<file path="src/rtl/reflex_gate_sched.sv">
// Round-robin scheduler that shares one reflex_kernel_gate among N_REQ requesters.
// Constant updates are deferred to IDLE, and trusted/untrusted verdicts are counted with saturation.
module reflex_gate_sched #(
    parameter int                 N_REQ     = 4,
    parameter int                 ID_W      = 2,
    parameter int                 CONST_W   = 64,
    parameter int                 DT_W      = 32,
    parameter int                 DPHI_W    = 16,
    parameter int                 QSFS_W    = 16,
    parameter int                 GATE_LAT  = 1,
    parameter logic [CONST_W-1:0] CONST_RST = '0,
    parameter int                 CNT_W     = 16
) (
    input  logic                       clk,
    input  logic                       rst_n,
    input  logic [N_REQ-1:0]           req_valid,
    output logic [N_REQ-1:0]           req_ready,
    input  logic [N_REQ*DT_W-1:0]      req_dt_us,
    input  logic [N_REQ*DPHI_W-1:0]    req_dphi_e4,
    input  logic [N_REQ*QSFS_W-1:0]    req_qsfs_e4,
    input  logic                       cfg_we,
    input  logic [CONST_W-1:0]         cfg_const,
    output logic                       cfg_pending,
    output logic [CONST_W-1:0]         gate_packed_const,
    output logic [DT_W-1:0]            gate_dt_us,
    output logic [DPHI_W-1:0]          gate_dphi_e4,
    output logic [QSFS_W-1:0]          gate_qsfs_e4,
    input  logic                       gate_trusted,
    output logic                       rsp_valid,
    input  logic                       rsp_ready,
    output logic [ID_W-1:0]            rsp_id,
    output logic                       rsp_trusted,
    output logic                       busy,
    input  logic                       cnt_clr,
    output logic [CNT_W-1:0]           cnt_trusted,
    output logic [CNT_W-1:0]           cnt_untrusted
);

    localparam int PTR_W = (N_REQ > 1) ? $clog2(N_REQ) : 1;
    localparam int LAT_W = 4;

    typedef enum logic [1:0] {IDLE, WAIT, RESP} state_t;

    state_t             state;
    logic [PTR_W-1:0]   rr_ptr;
    logic [LAT_W-1:0]   lat_cnt;
    logic [CONST_W-1:0] shadow_const;
    logic [CONST_W-1:0] active_const;
    logic [DT_W-1:0]    op_dt;
    logic [DPHI_W-1:0]  op_dphi;
    logic [QSFS_W-1:0]  op_qsfs;

    logic               grant_any;
    logic [PTR_W-1:0]   grant_idx;
    logic [PTR_W-1:0]   next_ptr;
    logic [PTR_W-1:0]   cand_idx;
    int                 cand;

    // First valid requester at or after rr_ptr, wrapping at N_REQ.
    always_comb begin
        // NOTE: every combinational output gets a default first so no path can infer a latch.
        grant_any = 1'b0;
        grant_idx = '0;
        cand      = 0;
        cand_idx  = '0;
        for (int k = 0; k < N_REQ; k++) begin
            cand = int'(rr_ptr) + k;
            if (cand >= N_REQ) cand = cand - N_REQ;
            cand_idx = PTR_W'(cand);
            if (!grant_any && req_valid[cand_idx]) begin
                grant_any = 1'b1;
                grant_idx = cand_idx;
            end
        end
    end

    always_comb begin
        next_ptr = '0;
        if (grant_idx != PTR_W'(N_REQ - 1)) next_ptr = grant_idx + 1'b1;
    end

    // A pending constant takes the IDLE cycle, so no grant is offered then.
    always_comb begin
        req_ready = '0;
        if (state == IDLE && !cfg_pending && grant_any) req_ready[grant_idx] = 1'b1;
    end

    assign gate_packed_const = active_const;
    assign gate_dt_us        = op_dt;
    assign gate_dphi_e4      = op_dphi;
    assign gate_qsfs_e4      = op_qsfs;
    assign busy              = (state != IDLE);

    always_ff @(posedge clk or negedge rst_n) begin
        if (!rst_n) begin
            state         <= IDLE;
            rr_ptr        <= '0;
            lat_cnt       <= '0;
            shadow_const  <= CONST_RST;
            active_const  <= CONST_RST;
            cfg_pending   <= 1'b0;
            op_dt         <= '0;
            op_dphi       <= '0;
            op_qsfs       <= '0;
            rsp_valid     <= 1'b0;
            rsp_id        <= '0;
            rsp_trusted   <= 1'b0;
            cnt_trusted   <= '0;
            cnt_untrusted <= '0;
        end else begin
            case (state)
                IDLE: begin
                    if (cfg_pending) begin
                        active_const <= shadow_const;
                        cfg_pending  <= 1'b0;
                    end else if (grant_any) begin
                        op_dt   <= req_dt_us[grant_idx*DT_W +: DT_W];
                        op_dphi <= req_dphi_e4[grant_idx*DPHI_W +: DPHI_W];
                        op_qsfs <= req_qsfs_e4[grant_idx*QSFS_W +: QSFS_W];
                        rsp_id  <= ID_W'(grant_idx);
                        lat_cnt <= LAT_W'(GATE_LAT);
                        rr_ptr  <= next_ptr;
                        state   <= WAIT;
                    end
                end
                WAIT: begin
                    if (lat_cnt != '0) begin
                        lat_cnt <= lat_cnt - 1'b1;
                    end else begin
                        rsp_trusted <= gate_trusted;
                        rsp_valid   <= 1'b1;
                        state       <= RESP;
                    end
                end
                RESP: begin
                    if (rsp_ready) begin
                        rsp_valid <= 1'b0;
                        state     <= IDLE;
                    end
                end
                default: state <= IDLE;
            endcase

            // NOTE: non-blocking updates let this later write override the IDLE clear above.
            if (cfg_we) begin
                shadow_const <= cfg_const;
                cfg_pending  <= 1'b1;
            end

            if (cnt_clr) begin
                cnt_trusted   <= '0;
                cnt_untrusted <= '0;
            end else if (state == WAIT && lat_cnt == '0) begin
                if (gate_trusted) begin
                    if (cnt_trusted != '1) cnt_trusted <= cnt_trusted + 1'b1;
                end else begin
                    if (cnt_untrusted != '1) cnt_untrusted <= cnt_untrusted + 1'b1;
                end
            end
        end
    end

endmodule

</file>
<file path="config.mk">
export PLATFORM = sky130hd
export DESIGN_NAME = reflex_gate_sched
export DESIGN_NICKNAME = d
export VERILOG_FILES = /design/src/rtl/reflex_gate_sched.sv
export SDC_FILE = /design/constraint.sdc
export NUM_CORES = 1
export LEC_CHECK = 0
export ABC_CLOCK_PERIOD_IN_PS = 2200
export BUFFER_PORTS_ARGS = -buffer_cell sky130_fd_sc_hd__buf_2
export CAP_MARGIN = 10
export CORE_AREA = 8 8 186 188
export CTS_BUF_LIST = sky130_fd_sc_hd__clkbuf_2
export CTS_CLUSTER_DIAMETER = 80
export DETAILED_ROUTE_END_ITERATION = 10
export DIE_AREA = 0 0 194 196
export GPL_TIMING_DRIVEN = 1
export RECOVER_POWER = 50
export SLEW_MARGIN = 20
export SYNTH_ARGS = -nofsm -noshare
export SYNTH_HDL_FRONTEND = slang
export SYNTH_SLANG_ARGS = --single-unit
</file>
<file path="constraint.sdc">
create_clock -name clk -period 2.2 [get_ports clk]
set_input_delay 0.33 -clock clk [delete_from_list [all_inputs] [get_ports clk]]
set_output_delay 0.33 -clock clk [all_outputs]
set_load 0.02 [all_outputs]
</file>
==> metrics.cfg <==
[job]
cap_violations = 0

[synth]
synth_flop_cell = dfrtp_1
yosysWarnings = 0
synth.avg_cell_area_um2 = 10.9
synth-simple-area-share = 0.165
synth.distinct_cells = 51
synth-compound-area-share = 0.118
synth_fa_ha_area_frac = 0.00331
synth_top_family_by_area = simple AND/OR/NAND/NOR gates
syn_area_mm2 = 0.0113
synth_nets = 1376
async_reset_ff_frac = 1.00
synth_cells = 1043
ys_seq_area_frac = 0.523
muxShareOfSynthArea = 0.130
synth_xor_area_frac = 0.0224
ys_ff_latch = 237
synth_edf_count = 0

[global_routing]
grt_pass1_vias = 13800
use_met3 = 0.0874
grt_max_degree = 66
grt_pass1_wl_um = 79100
grt_use_met1 = 0.290
overflow = 0
grtUsageMet2 = 0.436
grt_usage = 0.262
antenna_found_initial = 20
busiest_layer = met2

[timing]
finalHoldViolCount = 0
fin_skew_ns = 0.134
timing.fmax_mhz = 382
relSlewSlack = 0.456
setup_ws_ns = -0.417
rsz0062_at_grt = yes
fin_crit_sh = 1.19
setup_violations = 6
holdWs_ns = 0.0703
slew_viol_final = 0
worst_pin_slew_ns = 0.816
finalCriticalPeriod_ns = 2.62

[worst_setup_path]
r2r_cells = 6
critPathLaunchType = flop
end_kind = output port
crit_required_ns = 1.87
path_max_fanout = 3
criticalPathCategory = reg -> out
worstPathArrival_ns = 2.29

[power_and_ir_drop]
ir_drop_mv = 0.606
p_leak_nw = 8.80
finalPower_mw = 21.0
powerDensity_mw_per_mm2 = 1090

[clocking]
path_clk_slew_ns = 0.12
cts_made_buffers = 67
cts_tree = done
cts.sinks = 237
htree_levels = 3
cts_buffer_depth = 3
clockRootBuffer = clkbuf_2
clkLatencyLatePin_ns = 0.84

[hold_path]
holdPathStages = 4
hold_class = in -> reg

[placed_design]
port-buffer-count = 499
hpwl_um = 32200
dp_cells = 1911
gp_congestion = 0.877
dp_slack_ns = -0.159

[floorplan]
core_mm2 = 0.0319
rows = 66
initial_core_util = 0.356
die-width_um = 194
die_h_um = 196
boundaryPins = 500
die-area_mm2 = 0.0380

[run_status]
outcome = finished, violations left
failed_checks = setup timing

[route]
drtAntennaViolNets = 0
wirelength_um = 54400
dr.pass1.iters = 5
initialDrtViolationCount = 899
vias = 13000
drcViolationCount = 0
wl_per_cell_um = 23.0
via_per_inst = 5.47

[final_layout]
drive_gt1_frac = 0.450
finalNonFillerCells = 2371
syn_to_final_growth_pct = 70.5
fill_cells = 2538
fin_nets = 2239

==> synth_stat cells (2+ instances only) <==
cell,instances,area share
nor3_1,7,0.0031
a2111oi_0,62,0.048
or3_1,5,0.0028
nand2_1,145,0.048
nor4b_1,3,0.0023
nor3_2,6,0.0053
o21ai_0,12,0.0053
o211ai_1,4,0.0026
buf_6,8,0.0079
mux2_2,129,0.13
a2111oi_1,2,0.0018
buf_2,17,0.0075
inv_1,8,0.0026
xnor2_1,16,0.012
nor3b_1,2,0.0013
and3_1,69,0.038
clkbuf_1,63,0.021
mux2i_1,2,0.0018
xor2_1,13,0.010
a311oi_1,64,0.049
a21oi_1,7,0.0031
nor2_1,104,0.034
ha_1,3,0.0033
dfrtp_1,237,0.52
nand4_1,8,0.0044
and4_1,7,0.0054
nand3_1,8,0.0035
and2_1,8,0.0044
o2111ai_1,2,0.0015
==> registers in the layout (all words and copies together) (netlist names) <==
name               flops
cfg_pending            1
cnt_trusted           16
cnt_untrusted         16
gate_dphi_e4          16
gate_dt_us            32
gate_packed_const     64
gate_qsfs_e4          16
lat_cnt                4
rr_ptr                 2
rsp_id                 2
rsp_trusted            1
rsp_valid              1
shadow_const          64
state                  2
==> kinds of logic (layout without fill, tap and decap cells) <==
kind of cell             after synthesis  in the layout
multiplexers                         131            131
AND/OR/NAND/NOR                      385            385
adder cells (fa/ha/maj)                3              3
buffers and inverters                 97            993
XOR/XNOR                              29             29
AO/OA/AOI/OAI                        161            161
flip-flops                           237            237
other                                  0             24
==> timing repair <==
item | CTS | global route
resized for setup | 44 | 120
endpoints found under the setup margin | 20 | 78
setup buffers | 7 | 11
gates cloned | 6 | 6
hold buffers | 305 | 1
endpoints found under the hold margin | 396 | 1
pin swaps | 8 | 13
==> metal layers <==
metal | vias up | wire length, um
met3 | 296 | 5450
met1 | 6136 | 19200
li1 | 5612 | -
met5 | - | 14
met4 | 2 | 3580
met2 | 923 | 26200
==> where the power goes <==
group | total [mW] | switching [mW] | internal [mW]
Combinational | 11.2 | 6.57 | 4.65
Clock | 3.13 | 1.92 | 1.21
Sequential | 6.68 | 0.868 | 5.81
Total | 21.0 | 9.35 | 11.7
==> worst max-delay path, cell delays in order, from the launching register on <==
cell     delay (ns)
dfrtp_1        0.40
or2_1          0.23
or3_4          0.40
buf_12         0.15
nor3_2         0.10
buf_4          0.17
==> worst paths after layout <==
check	from	endpoint	slack, ns
setup / recovery	state[1]	req_ready[3]	-0.42
hold / removal	req_dphi_e4[59]	gate_dphi_e4[11]	0.07
setup reg to reg	rr_ptr[0]	gate_dphi_e4[13]	-0.09
hold reg to reg	shadow_const[24]	gate_packed_const[24]	0.46
max in group asynchronous	rst_n	gate_qsfs_e4[15]	0.18
min in group asynchronous	rst_n	lat_cnt[3]	0.75
==> final cells by class <==
type / instances / area (um2) / area share
diodes: 24 / 60.1 / 0.00310
clock buffers: 90 / 450 / 0.0233
clock inverters: 12 / 86.3 / 0.00446
inverters: 8 / 30.0 / 0.00155
multi-input cells: 709 / 5750 / 0.297
flip-flops and latches: 237 / 5930 / 0.306
well taps: 408 / 510 / 0.0264
repair buffers: 883 / 6540 / 0.338
==> stage by stage <==
step | TNS [ns] | util | instance area [um2]
floorplan | -0.0639 | - | 11300
global placement | -0.157 | 0.456 | 14500
detailed placement | -0.245 | 0.456 | 14500
CTS | -2.62 | 0.581 | 18500
global route | -3.04 | 0.607 | 19300
finish | -1.73 | 0.607 | 19400
==> layout by cell type (no fill, tap or decap), types with 45 or more instances in the layout <==
cell type        n
dlygate4sd3_1  305
buf_4           45
a311oi_1        62
clkbuf_2        93
nor2_1         103
and3_1          69
buf_2          490
mux2_2         129
dfrtp_1        236
nand2_1        143
Power figures use the tool's default switching activity.
